--- config.mk ---
export PLATFORM = sky130hd
export DESIGN_NAME = uart_rx
export DESIGN_NICKNAME = d
export VERILOG_FILES = /design/src/rtl/uart_pkg.sv /design/src/rtl/uart_rx_fifo.sv /design/src/rtl/uart_rx.sv
export SDC_FILE = /design/constraint.sdc
export NUM_CORES = 1
export LEC_CHECK = 0
export BUFFER_PORTS_ARGS = -buffer_cell sky130_fd_sc_hd__buf_2
export CORE_MARGIN = 4
export CORE_UTILIZATION = 40
export CTS_CLUSTER_DIAMETER = 120
export CTS_CLUSTER_SIZE = 28
export DETAILED_ROUTE_END_ITERATION = 10
export PLACE_DENSITY_LB_ADDON = 0.08
export SYNTH_ARGS = -nofsm -noshare
export SYNTH_HDL_FRONTEND = slang
export SYNTH_SLANG_ARGS = --single-unit
--- constraint.sdc ---
create_clock -name clk -period 1.8 [get_ports clk]
set_input_delay 0.09 -clock clk [delete_from_list [all_inputs] [get_ports clk]]
set_output_delay 0.09 -clock clk [all_outputs]
set_load 0.03 [all_outputs]
--- src/rtl/uart_pkg.sv ---
// uart_pkg: receiver state encoding, framing constants and tick divisor helper.
package uart_pkg;

  typedef enum logic [2:0] {
    RX_IDLE,
    RX_START,
    RX_DATA,
    RX_PARITY,
    RX_STOP
  } rx_state_e;

  localparam int unsigned OVERSAMPLE = 16;
  localparam int unsigned MID_SAMPLE = 7;
  localparam int unsigned DATA_BITS  = 8;

  // Clocks per oversample tick, truncated, never below 1.
  function automatic int unsigned tick_div(input int unsigned clk_freq, input int unsigned baud);
    int unsigned d;
    d = clk_freq / (baud * OVERSAMPLE);
    return (d == 0) ? 1 : d;
  endfunction

endpackage

--- src/rtl/uart_rx_fifo.sv ---
// uart_rx_fifo: show-ahead FIFO with extra-MSB pointers; shared with the TX side.
// A push while full is accepted only when a pop frees the slot in the same cycle.
module uart_rx_fifo #(
  parameter int unsigned DEPTH = 4,
  parameter int unsigned WIDTH = 8
) (
  input  logic             clk,
  input  logic             reset,
  input  logic             push,
  input  logic [WIDTH-1:0] wdata,
  input  logic             pop,
  output logic [WIDTH-1:0] head,
  output logic             full,
  output logic             empty
);
  localparam int unsigned AW = $clog2(DEPTH);

  logic [WIDTH-1:0] mem [DEPTH];
  logic [AW:0]      wr_ptr;
  logic [AW:0]      rd_ptr;
  logic             do_push;
  logic             do_pop;

  assign empty   = (wr_ptr == rd_ptr);
  assign full    = (wr_ptr[AW] != rd_ptr[AW]) && (wr_ptr[AW-1:0] == rd_ptr[AW-1:0]);
  assign do_pop  = pop && !empty;
  assign do_push = push && (!full || do_pop);
  assign head    = mem[rd_ptr[AW-1:0]];

  // pointer update; wraps naturally modulo 2*DEPTH
  always_ff @(posedge clk) begin
    if (!reset) begin
      wr_ptr <= '0;
      rd_ptr <= '0;
    end else begin
      if (do_push) wr_ptr <= wr_ptr + 1'b1;
      if (do_pop)  rd_ptr <= rd_ptr + 1'b1;
    end
  end

  // storage write; contents are don't-care while empty
  always_ff @(posedge clk) begin
    if (do_push) mem[wr_ptr[AW-1:0]] <= wdata;
  end

endmodule

--- src/rtl/uart_rx.sv ---
// uart_rx: 16x-oversampled serial receiver, 8N1 LSB first, into a show-ahead FIFO.
// Build option UART_RX_PARITY_EN: 8E1 framing with a PARITY state and parity_err pulse.
module uart_rx
  import uart_pkg::*;
#(
  parameter int unsigned CLK_FREQ   = 100_000_000,
  parameter int unsigned BAUD       = 9600,
  parameter int unsigned FIFO_DEPTH = 4
) (
  input  logic       clk,
  input  logic       reset,
  input  logic       rxd,
  output logic [7:0] rx_data,
  output logic       rx_valid,
  input  logic       rx_ready,
  output logic       rx_full,
  output logic       frame_err,
  output logic       overrun_err,
  output logic       parity_err
);
  localparam int unsigned DIV = tick_div(CLK_FREQ, BAUD);
  localparam int unsigned TW  = (DIV > 1) ? $clog2(DIV) : 1;

  rx_state_e      state, state_nxt;
  logic [1:0]     sync;
  logic           rxd_s;
  logic [TW-1:0]  tick_cnt;
  logic           tick;
  logic [3:0]     s_cnt, s_cnt_nxt;
  logic [2:0]     b_cnt, b_cnt_nxt;
  logic [7:0]     shreg, shreg_nxt;
  logic           push;
  logic           ferr_nxt;
  logic           ovr_nxt;
  logic           par_ok;
  logic [7:0]     fifo_head;
  logic           fifo_full;
  logic           fifo_empty;
`ifdef UART_RX_PARITY_EN
  logic           par_bit, par_nxt;
  logic           perr_nxt;
`endif

  assign rxd_s = sync[1];
  assign tick  = (state != RX_IDLE) && (tick_cnt == TW'(DIV - 1));

  // two-flop synchronizer, reset high so reset never looks like a start bit
  always_ff @(posedge clk) begin
    if (!reset) sync <= 2'b11;
    else        sync <= {sync[0], rxd};
  end

  // oversample tick divider, held cleared while idle so the start edge aligns it
  always_ff @(posedge clk) begin
    if (!reset || state == RX_IDLE) tick_cnt <= '0;
    else if (tick)                  tick_cnt <= '0;
    else                            tick_cnt <= tick_cnt + TW'(1);
  end

  // FSM and datapath registers
  always_ff @(posedge clk) begin
    if (!reset) begin
      state <= RX_IDLE;
      s_cnt <= '0;
      b_cnt <= '0;
      shreg <= '0;
`ifdef UART_RX_PARITY_EN
      par_bit <= 1'b0;
`endif
    end else begin
      state <= state_nxt;
      s_cnt <= s_cnt_nxt;
      b_cnt <= b_cnt_nxt;
      shreg <= shreg_nxt;
`ifdef UART_RX_PARITY_EN
      par_bit <= par_nxt;
`endif
    end
  end

  // next-state, bit sampling and stop-bit evaluation
  always_comb begin
    state_nxt = state;
    s_cnt_nxt = s_cnt;
    b_cnt_nxt = b_cnt;
    shreg_nxt = shreg;
    push      = 1'b0;
    ferr_nxt  = 1'b0;
`ifdef UART_RX_PARITY_EN
    par_nxt   = par_bit;
    perr_nxt  = 1'b0;
    par_ok    = (par_bit == ^shreg);
`else
    par_ok    = 1'b1;
`endif
    case (state)
      RX_IDLE: begin
        s_cnt_nxt = '0;
        b_cnt_nxt = '0;
        if (!rxd_s) state_nxt = RX_START;
      end
      RX_START: if (tick) begin
        if (s_cnt == 4'(MID_SAMPLE)) begin
          s_cnt_nxt = '0;
          b_cnt_nxt = '0;
          state_nxt = rxd_s ? RX_IDLE : RX_DATA;
        end else begin
          s_cnt_nxt = s_cnt + 4'd1;
        end
      end
      RX_DATA: if (tick) begin
        s_cnt_nxt = s_cnt + 4'd1;
        if (s_cnt == 4'(OVERSAMPLE - 1)) begin
          shreg_nxt = {rxd_s, shreg[7:1]};
          b_cnt_nxt = b_cnt + 3'd1;
`ifdef UART_RX_PARITY_EN
          if (b_cnt == 3'(DATA_BITS - 1)) state_nxt = RX_PARITY;
`else
          if (b_cnt == 3'(DATA_BITS - 1)) state_nxt = RX_STOP;
`endif
        end
      end
`ifdef UART_RX_PARITY_EN
      RX_PARITY: if (tick) begin
        s_cnt_nxt = s_cnt + 4'd1;
        if (s_cnt == 4'(OVERSAMPLE - 1)) begin
          par_nxt   = rxd_s;
          state_nxt = RX_STOP;
        end
      end
`endif
      RX_STOP: if (tick) begin
        s_cnt_nxt = s_cnt + 4'd1;
        if (s_cnt == 4'(OVERSAMPLE - 1)) begin
          push      = rxd_s && par_ok;
          ferr_nxt  = !rxd_s;
`ifdef UART_RX_PARITY_EN
          perr_nxt  = !par_ok;
`endif
          state_nxt = RX_IDLE;
        end
      end
      default: state_nxt = RX_IDLE;
    endcase
  end

  assign ovr_nxt = push && fifo_full && !(rx_ready && !fifo_empty);

  // registered one-cycle error pulses, aligned with the push becoming visible
  always_ff @(posedge clk) begin
    if (!reset) begin
      frame_err   <= 1'b0;
      overrun_err <= 1'b0;
    end else begin
      frame_err   <= ferr_nxt;
      overrun_err <= ovr_nxt;
    end
  end

`ifdef UART_RX_PARITY_EN
  // parity error pulse register
  always_ff @(posedge clk) begin
    if (!reset) parity_err <= 1'b0;
    else        parity_err <= perr_nxt;
  end
`else
  assign parity_err = 1'b0;
`endif

  uart_rx_fifo #(
    .DEPTH(FIFO_DEPTH),
    .WIDTH(DATA_BITS)
  ) u_fifo (
    .clk   (clk),
    .reset (reset),
    .push  (push),
    .wdata (shreg),
    .pop   (rx_ready),
    .head  (fifo_head),
    .full  (fifo_full),
    .empty (fifo_empty)
  );

  assign rx_valid = !fifo_empty;
  assign rx_full  = fifo_full;
  assign rx_data  = fifo_empty ? 8'h00 : fifo_head;

endmodule
==> results.py, run 1 <==
metrics = {
    "cells_and_area": {
        "drive_above_1_share_pct": 28.4,
        "layout_common_cells": "dfxtp_1 (36), edfxtp_1 (32), nor2_1 (30), buf_4 (30), nand3_1 (14)",
        "synthToLayoutAreaGrowth_pct": 20.5,
        "fin_cells": 405,
        "fin_nets": 315,
        "layout_commonest_cell": "dfxtp_1",
        "diodes": 0,
    },
    "synthesis": {
        "yosysUniqueCellTypes": 45,
        "syn-cell-area_um2": 3110,
        "async_flop_share_pct": 0,
        "synth_top_area_share_pct": 30.9,
        "synth_edf_count": 32,
        "ys_seq_area_share_pct": 56.7,
        "yosysWarnings": 0,
        "syn-instance-count": 259,
        "ys_seq_elements": 72,
        "synth-main-ff-cell": "dfxtp_1",
        "yosysTopAreaCell": "edfxtp_1",
        "avgSynthCellArea_um2": 12.0,
        "synth.area.top_cells": "edfxtp_1 (31%), dfxtp_1 (26%), mux4_2 (5.8%)",
        "syn_nets": 273,
    },
    "route": {
        "vias": 1972,
        "drc": 0,
        "ant_nets": 0,
        "routed_wl_um": 5540,
        "first_iter_violations": 58,
        "firstDrtPassIters": 4,
        "viasPerCell": 4.87,
        "wl_per_cell_um": 13.7,
    },
    "floorplanning": {
        "core-area_um2": 7410,
        "die_width_um": 96.1,
        "placementRows": 31,
        "die-area_um2": 9240,
        "die_h_um": 96.1,
        "boundaryPins": 17,
        "start_util_pct": 41.9,
    },
    "global_route": {
        "grt_overflow": 0,
        "grt_pass1_wl_um": 9380,
        "grt_pass1_vias": 2010,
        "grtUsageTotal_pct": 13.5,
        "grt_max_degree": 19,
        "antenna_found_initial": 0,
    },
    "setup_path": {
        "max_stage_delay_ns": 0.48,
        "worst-path-buf-inv": 2,
        "critical_path.cell_chain": "buf_12 > mux4_2 > and2_1 > buf_4",
        "critPathLaunchType": "flip-flop",
        "required_ns": 1.71,
        "crit_type": "flip-flop to output port",
        "end_kind": "output port",
        "cp_top_family": "multiplexers",
        "slowest_stage": "mux4_2",
        "crit_fanout": 8,
        "cp.arrival_ns": 1.64,
    },
    "placed_design": {
        "hpwl_um": 3950,
        "placedCellCount": 387,
        "portBuffers": 15,
        "place_congestion": 0.758,
    },
    "worst_hold_path": {
        "hold_class": "primary input to flip-flop",
    },
    "clock_tree": {
        "clock-sinks": 72,
        "clk_pin_slew_ns": 0.08,
        "clockRootBuffer": "clkbuf_8",
        "clk_latency_ns": 0.34,
        "cts_htree_levels": 3,
        "numCtsBuffers": 9,
        "cts_tree": "built",
        "clock_path_buffers": 2,
    },
    "timing": {
        "period_minus_slack_ns": 1.73,
        "drv_slew": 0,
        "fin_worst_skew_ns": 0.00756,
        "rsz0062_at_grt": "false",
        "hold_viol_final": 0,
        "setup_viol": 0,
        "fmax_ghz": 0.578,
        "timing.final.crit_share_pct": 96.1,
    },
    "job": {
        "cap_violations": 0,
    },
    "run_status": {
        "outcome": "completed",
    },
    "power": {
        "p_total_mw": 3.35,
        "worst_ir_drop_vdd_v": 0.000612,
        "total_leakage_power_nw": 1.40,
        "powerDensity_nw_per_um2": 894,
    },
}
## routing by layer
metal  share of wire [%]  global-route usage (%)  vias up
met2                  49                    22.2       31
met4                0.78                    3.91        0
met3                 3.4                    4.69        2
li1                    -                       -     1005
met1                  47                    16.9      934
met5                   0                       0        -
## what timing repair did
item / in CTS / in global routing
buffers inserted: 0 / 1
setup endpoints to repair: 40 / 47
hold buffers: 1 / 0
pin swaps: 0 / 7
endpoints found under the hold margin: 1 / 0
gates resized for setup: 9 / 31
## logic make-up (layout without fill, tap and decap cells)
family / Yosys count / count (layout) / share of synthesized area [%]
other: 1 / 1 / 0.121
buffers and inverters: 19 / 66 / 3.42
xor gates and xnor gates: 16 / 16 / 4.51
muxes: 19 / 19 / 9.35
AOI/OAI and AO/OA: 25 / 25 / 5.16
adders and majority gates: 10 / 10 / 4.03
DFF: 72 / 72 / 56.7
and+or+nand+nor: 97 / 97 / 16.7
## report_power, final
group / internal (mW) / total, mW / switching (mW)
registers: 1.71 / 1.73 / 0.0139
logic: 0.170 / 0.369 / 0.198
clock network: 0.645 / 1.25 / 0.605
## cells in the mapped netlist, drive strengths merged (2+ instances only)
master,instances
mux4,8
and4,3
a21oi,8
edfxtp,32
xnor2,10
nor2,30
xor2,6
nand3,15
clkbuf,6
or3,2
nor2b,2
nand3b,2
ha,10
mux2i,11
o211ai,3
buf,7
and2,13
nand2b,2
nor3b,4
and3,7
inv,5
dfxtp,40
nand2,12
o21ai,7
## sequential cells by signal (all words and copies together), names as in the netlist, named ones only
register and flops:
b_cnt 3, frame_err 1, overrun_err 1, s_cnt 4, shreg 8, state 3, sync 2, tick_cnt 10
u_fifo.mem 32, u_fifo.rd_ptr 3, u_fifo.wr_ptr 3
## metrics by stage
| step | utilization, % | hold WS [ns] | worst slack [ns] | setup TNS (ns) | instance area [um2] |
|---|---|---|---|---|---|
| after floorplan | - | 0.191 | -0.0680 | -2.17 | 3110 |
| after global placement | 46.4 | 0.275 | -0.00462 | -0.0616 | 3440 |
| after detailed placement | 46.4 | 0.278 | -0.00679 | -0.0524 | 3440 |
| after CTS | 49.5 | 0.0812 | 0.0163 | 0 | 3670 |
| after global routing | 50.5 | 0.114 | 0.00213 | 0 | 3740 |
| final | 50.5 | 0.0977 | 0.0703 | 0 | 3740 |
## layout make-up
type                       instances  area [um2]
fill                             685        3660
sequential                        72        1770
multi-input combinational        168        1280
timing repair buffer              44         355
clock buffer                      10         128
tap                               99         124
clock inverter                     6        67.6
inverter                           6        22.5
## final timing paths
path,startpoint,to,slack (ns),depth (start not counted)
worst max-delay path,flip-flop,rx_data[5],0.07,4
worst max register to register,tick_cnt[0]$_SDFF_PP0_,u_fifo.mem[3][2]$_DFFE_PP_,0.08,6
worst min register to register,sync[0]$_SDFF_PN1_,sync[1]$_SDFF_PN1_,0.41,1
worst min-delay path,reset,sync[1]$_SDFF_PN1_,0.1,2
Note: power is estimated with default switching activity, not from simulation.
==> run 2: changes to the inputs <==
--- a/config.mk
+++ b/config.mk
@@ -6,9 +6,10 @@
 export NUM_CORES = 1
 export LEC_CHECK = 0
 export BUFFER_PORTS_ARGS = -buffer_cell sky130_fd_sc_hd__buf_2
+export CELL_PAD_IN_SITES_DETAIL_PLACEMENT = 0
+export CELL_PAD_IN_SITES_GLOBAL_PLACEMENT = 1
 export CORE_MARGIN = 4
 export CORE_UTILIZATION = 40
-export CTS_CLUSTER_DIAMETER = 120
 export CTS_CLUSTER_SIZE = 28
 export DETAILED_ROUTE_END_ITERATION = 10
 export PLACE_DENSITY_LB_ADDON = 0.08
==> constraint.sdc (replaced) <==
create_clock -name clk -period 1.8 [get_ports clk]
set_input_delay 0.45 -clock clk [delete_from_list [all_inputs] [get_ports clk]]
set_output_delay 0.45 -clock clk [all_outputs]
set_load 0.03 [all_outputs]
==> run 2 against run 1 <==
The run now ends with negative setup slack left. Via count grew 1.2%. Register-to-register slack lost 0.02 ns. Highest routed layer unchanged. Count of clock-buffer cells in the layout is the same. Power grew 1.0%. Clock power grew 4%. Worst hold slack gained 0.19 ns. First-iteration DRC count shrank 47%. Fmax shrank 16%. Die area is the same.
==> results.py, run 2 (synthesis results as in run 1) <==
metrics = {
    "run_status": {
        "outcome": "complete, but fails checks",
        "violations": "negative setup slack",
    },
    "setup_path": {
        "crit_type": "flip-flop to output port",
        "critical_path.cell_chain": "buf_12 > mux4_2 > and2_4 > buf_6",
        "critPathLaunchType": "flip-flop",
        "max_stage_delay_ns": 0.51,
        "cp.arrival_ns": 1.61,
        "worst-path-buf-inv": 2,
        "cp_top_family": "multiplexers",
        "slowest_stage": "mux4_2",
        "crit_fanout": 8,
        "required_ns": 1.35,
        "end_kind": "output port",
    },
    "power": {
        "worst_ir_drop_vdd_v": 0.000415,
        "total_leakage_power_nw": 1.48,
        "powerDensity_nw_per_um2": 859,
        "p_total_mw": 3.38,
    },
    "floorplanning": {
        "boundaryPins": 17,
        "die_h_um": 96.1,
        "core-area_um2": 7410,
        "die_width_um": 96.1,
        "die-area_um2": 9240,
        "placementRows": 31,
        "start_util_pct": 41.9,
    },
    "cells_and_area": {
        "fin_cells": 411,
        "layout_commonest_cell": "edfxtp_1",
        "drive_above_1_share_pct": 35.6,
        "fillerInstances": 671,
        "layout_common_cells": "edfxtp_1 (32), nor2_1 (30), dfxtp_1 (30), buf_4 (30), nand3_1 (14)",
        "fin_nets": 321,
        "diodes": 0,
        "largest_register_ff_count": 32,
        "synthToLayoutAreaGrowth_pct": 26.7,
    },
    "route": {
        "ant_nets": 0,
        "viasPerCell": 4.85,
        "vias": 1995,
        "firstDrtPassIters": 4,
        "routed_wl_um": 5600,
        "wl_per_cell_um": 13.6,
        "drc": 0,
        "first_iter_violations": 31,
    },
    "timing": {
        "setup_viol": 8,
        "tns_ns": -1.89,
        "fin_worst_skew_ns": 0.00927,
        "fmax_ghz": 0.486,
        "drv_slew": 0,
        "timing.final.crit_share_pct": 114,
        "period_minus_slack_ns": 2.06,
        "setup_ws_ns": -0.257,
        "hold_viol_final": 0,
        "rsz0062_at_grt": "true",
    },
    "clock_tree": {
        "clock_path_buffers": 2,
        "cts_tree": "built",
        "clockRootBuffer": "clkbuf_8",
        "clock-sinks": 72,
        "cts_htree_levels": 3,
        "clk_pin_slew_ns": 0.07,
        "ctsHoldBuffers": 0,
        "numCtsBuffers": 9,
        "clk_latency_ns": 0.34,
    },
    "global_route": {
        "grt_pass1_wl_um": 9410,
        "grt_max_degree": 17,
        "grt_pass1_vias": 1958,
        "grtUsageTotal_pct": 13.6,
        "grt_overflow": 0,
        "antenna_found_initial": 0,
    },
    "placed_design": {
        "placedCellCount": 388,
        "portBuffers": 15,
        "hpwl_um": 3860,
        "place_congestion": 0.734,
    },
    "worst_hold_path": {
        "hold_class": "primary input to flip-flop",
    },
    "job": {
        "cap_violations": 0,
    },
}
run 2: cell count changes in the layout (fill, tap and decap cells not counted), sizes merged:
cell,before,now
buf,43,50
dlygate4sd3,1,0
run 2: layer usage:
metal  GRT usage [%]  wire, um
met5               0         0
met4            6.04       101
met3            4.22       174
met2            21.4      2790
met1            17.3      2540
run 2: power by group:
group          switching (mW)  internal (mW)  total [mW]
registers              0.0123           1.71        1.72
clock network           0.620          0.682        1.30
logic                   0.195          0.162       0.357
total                   0.827           2.55        3.38
run 2: cell type report:
cell class | instances | area (um2) | area share (%)
Timing Repair Buffer | 50 | 437 | 11.1
Sequential cell | 72 | 1780 | 45.3
Clock buffer | 10 | 138 | 3.50
Clock inverter | 6 | 67.6 | 1.72
Inverter | 6 | 22.5 | 0.572
Multi-Input combinational cell | 168 | 1370 | 34.7
Tap cell | 99 | 124 | 3.15
run 2: stage by stage:
step           util (%)  cell area [um2]  setup slack (ns)  hold slack, ns
2_1_floorplan         -             3110           -0.0680           0.386
3_3_place_gp       46.7             3460            0.0202           0.402
3_5_place_dp       46.7             3460          -0.00951           0.403
4_1_cts            50.9             3770            -0.282           0.278
5_1_grt            53.1             3940            -0.309           0.318
6_report           53.1             3940            -0.257           0.292
run 2: path summary, 6_finish.rpt:
path / start / end / slack [ns] / cells past startpoint
setup / recovery: flip-flop / rx_data[2] / -0.26 / 4
hold / removal: rxd / sync[0]$_SDFF_PN1_ / 0.29 / 2
setup reg to reg: u_fifo.wr_ptr[1]$_SDFFE_PN0P_ / u_fifo.mem[0][1]$_DFFE_PP_ / 0.06 / 6
hold reg to reg: sync[0]$_SDFF_PN1_ / sync[1]$_SDFF_PN1_ / 0.41 / 1
run 2: timing repair:
action                                 in CTS  in global routing
gates resized for setup                    37                 28
pin swaps                                   9                  7
setup endpoints to repair                  29                 38
buffers inserted                            0                  6
gates cloned                                0                  1
endpoints found under the hold margin       0                  0
==> run 3: changes to the inputs <==
--- a/config.mk
+++ b/config.mk
@@ -6,6 +6,7 @@
 export NUM_CORES = 1
 export LEC_CHECK = 0
 export BUFFER_PORTS_ARGS = -buffer_cell sky130_fd_sc_hd__buf_2
+export CAP_MARGIN = 15
 export CELL_PAD_IN_SITES_DETAIL_PLACEMENT = 0
 export CELL_PAD_IN_SITES_GLOBAL_PLACEMENT = 1
 export CORE_MARGIN = 4
==> constraint.sdc (replaced) <==
create_clock -name clk -period 1.8 [get_ports clk]
set_input_delay 0.09 -clock clk [delete_from_list [all_inputs] [get_ports clk]]
set_output_delay 0.09 -clock clk [all_outputs]
set_load 0.03 [all_outputs]
==> run 3 against run 2 <==
The run now ends clean. Count of clock-buffer cells in the layout is 1 lower. Final cell count is 1.7% lower. Cell area is 4.2% lower. Highest routed layer unchanged.
==> results.py, run 3 (synthesis results as in run 1) <==
metrics = {
    "clock_tree": {
        "cts_htree_levels": 3,
        "clock-sinks": 72,
        "numCtsBuffers": 9,
        "cts_tree": "built",
        "clk_pin_slew_ns": 0.08,
        "clock_path_buffers": 2,
        "clk_latency_ns": 0.35,
        "clockRootBuffer": "clkbuf_8",
    },
    "cells_and_area": {
        "layout.area.seq_um2": 1770,
        "diodes": 0,
        "largest_register_ff_count": 32,
        "fin_nets": 314,
        "stdcell_area_um2": 3770,
        "utilization_pct": 50.9,
        "multi_input_area_um2": 1300,
        "fin_cells": 404,
        "synthToLayoutAreaGrowth_pct": 21.4,
        "layout_commonest_cell": "dfxtp_1",
        "layout_common_cells": "dfxtp_1 (37), edfxtp_1 (32), nor2_1 (30)",
        "fillerInstances": 679,
        "drive_above_1_share_pct": 29.2,
    },
    "route": {
        "ant_nets": 0,
        "viasPerCell": 4.85,
        "vias": 1959,
        "routed_wl_um": 5340,
        "first_iter_violations": 41,
        "wl_per_cell_um": 13.2,
        "firstDrtPassIters": 4,
        "drc": 0,
    },
    "timing": {
        "period_minus_slack_ns": 1.78,
        "tns_ns": 0,
        "fmax_ghz": 0.563,
        "fin_worst_skew_ns": 0.00479,
        "drv_slew": 0,
        "setup_ws_ns": 0.0244,
        "whs_ns": 0.0819,
        "hold_viol_final": 0,
        "rsz0062_at_grt": "true",
        "setup_viol": 0,
        "timing.final.crit_share_pct": 98.6,
    },
    "global_route": {
        "grtUsageTotal_pct": 13.3,
        "grt_overflow": 0,
        "antenna_found_initial": 0,
        "grt_pass1_wl_um": 9130,
        "grt_max_degree": 19,
        "grt_pass1_vias": 1877,
    },
    "run_status": {
        "outcome": "completed",
    },
    "placed_design": {
        "portBuffers": 15,
        "place_ws_ns": -0.0765,
        "placedCellCount": 386,
        "dpl-instance-area_um2": 3430,
        "hpwl_um": 3870,
        "place_congestion": 0.709,
    },
    "power": {
        "power.share.clock_pct": 38.5,
        "powerDensity_nw_per_um2": 898,
        "total_leakage_power_nw": 1.42,
        "worst_ir_drop_vdd_v": 0.000470,
        "intPower_mw": 2.53,
        "seqPwrFrac_pct": 50.9,
        "combPwrFrac_pct": 10.6,
        "power.switching_uw": 856,
        "power.share.switching_pct": 25.3,
        "p_total_mw": 3.39,
    },
    "setup_path": {
        "required_ns": 1.86,
        "end_kind": "flip-flop",
        "reg2reg_setup_slack_ns": 0.02,
        "critPathLaunchType": "flip-flop",
        "cp.arrival_ns": 1.83,
        "crit_fanout": 8,
        "crit_type": "flip-flop to flip-flop",
    },
    "floorplanning": {
        "placementRows": 31,
        "die_h_um": 96.1,
        "core-area_um2": 7410,
        "start_util_pct": 41.9,
        "die_width_um": 96.1,
        "die-area_um2": 9240,
        "boundaryPins": 17,
    },
    "worst_hold_path": {
        "hold_class": "primary input to flip-flop",
    },
    "job": {
        "cap_violations": 0,
    },
}
## run 3: worst max-delay path, stage by stage (launching register included)
cell and delay (ns):
dfxtp_2 0.33, inv_2 0.06, ha_4 0.12, and4bb_2 0.25, and4_4 0.25, and4_4 0.26, and2_4 0.22
## run 3: final cells by class
type,instances,share of cell area (%)
sequential,72,46.8
clock inverter,7,2.16
timing repair buffer,43,9.39
clock buffer,9,3.29
multi-input combinational,168,34.5
inverter,6,0.597
tap,99,3.29
## run 3: path summary, 6_finish.rpt
path	end	start	cells past startpoint
max reg2reg	u_fifo.mem[1][6]$_DFFE_PP_	tick_cnt[0]$_SDFF_PP0_	6
min	sync[0]$_SDFF_PN1_	reset	2
max	u_fifo.mem[1][6]$_DFFE_PP_	tick_cnt[0]$_SDFF_PP0_	6
min reg2reg	sync[1]$_SDFF_PN1_	sync[0]$_SDFF_PN1_	1
## run 3: repair_timing
action | 4_1_cts | 5_1_grt
gates resized for setup | 13 | 27
setup endpoints to repair | 42 | 53
setup buffers | 0 | 1
pin swaps | 3 | 3
hold buffers | 1 | 0
cloned | 0 | 0
endpoints found under the hold margin | 1 | 0
## run 3: power groups by stage
stage	Clock [mW]	Sequential [mW]	Combinational, mW
global route	1.43	1.73	0.406
detailed placement	0	1.76	0.345
global placement	0	1.76	0.343
floorplan	0	1.76	0.233
CTS	1.36	1.72	0.352
finish	1.30	1.72	0.360
## run 3: routing by layer
metal  vias up  global-route usage, %  share of wire, %
met5         -                      0                 0
met3         8                   5.16               3.7
met1       919                   16.5                46
li1       1008                      -                 -
met4         0                   4.98               1.7
met2        24                   21.0                49
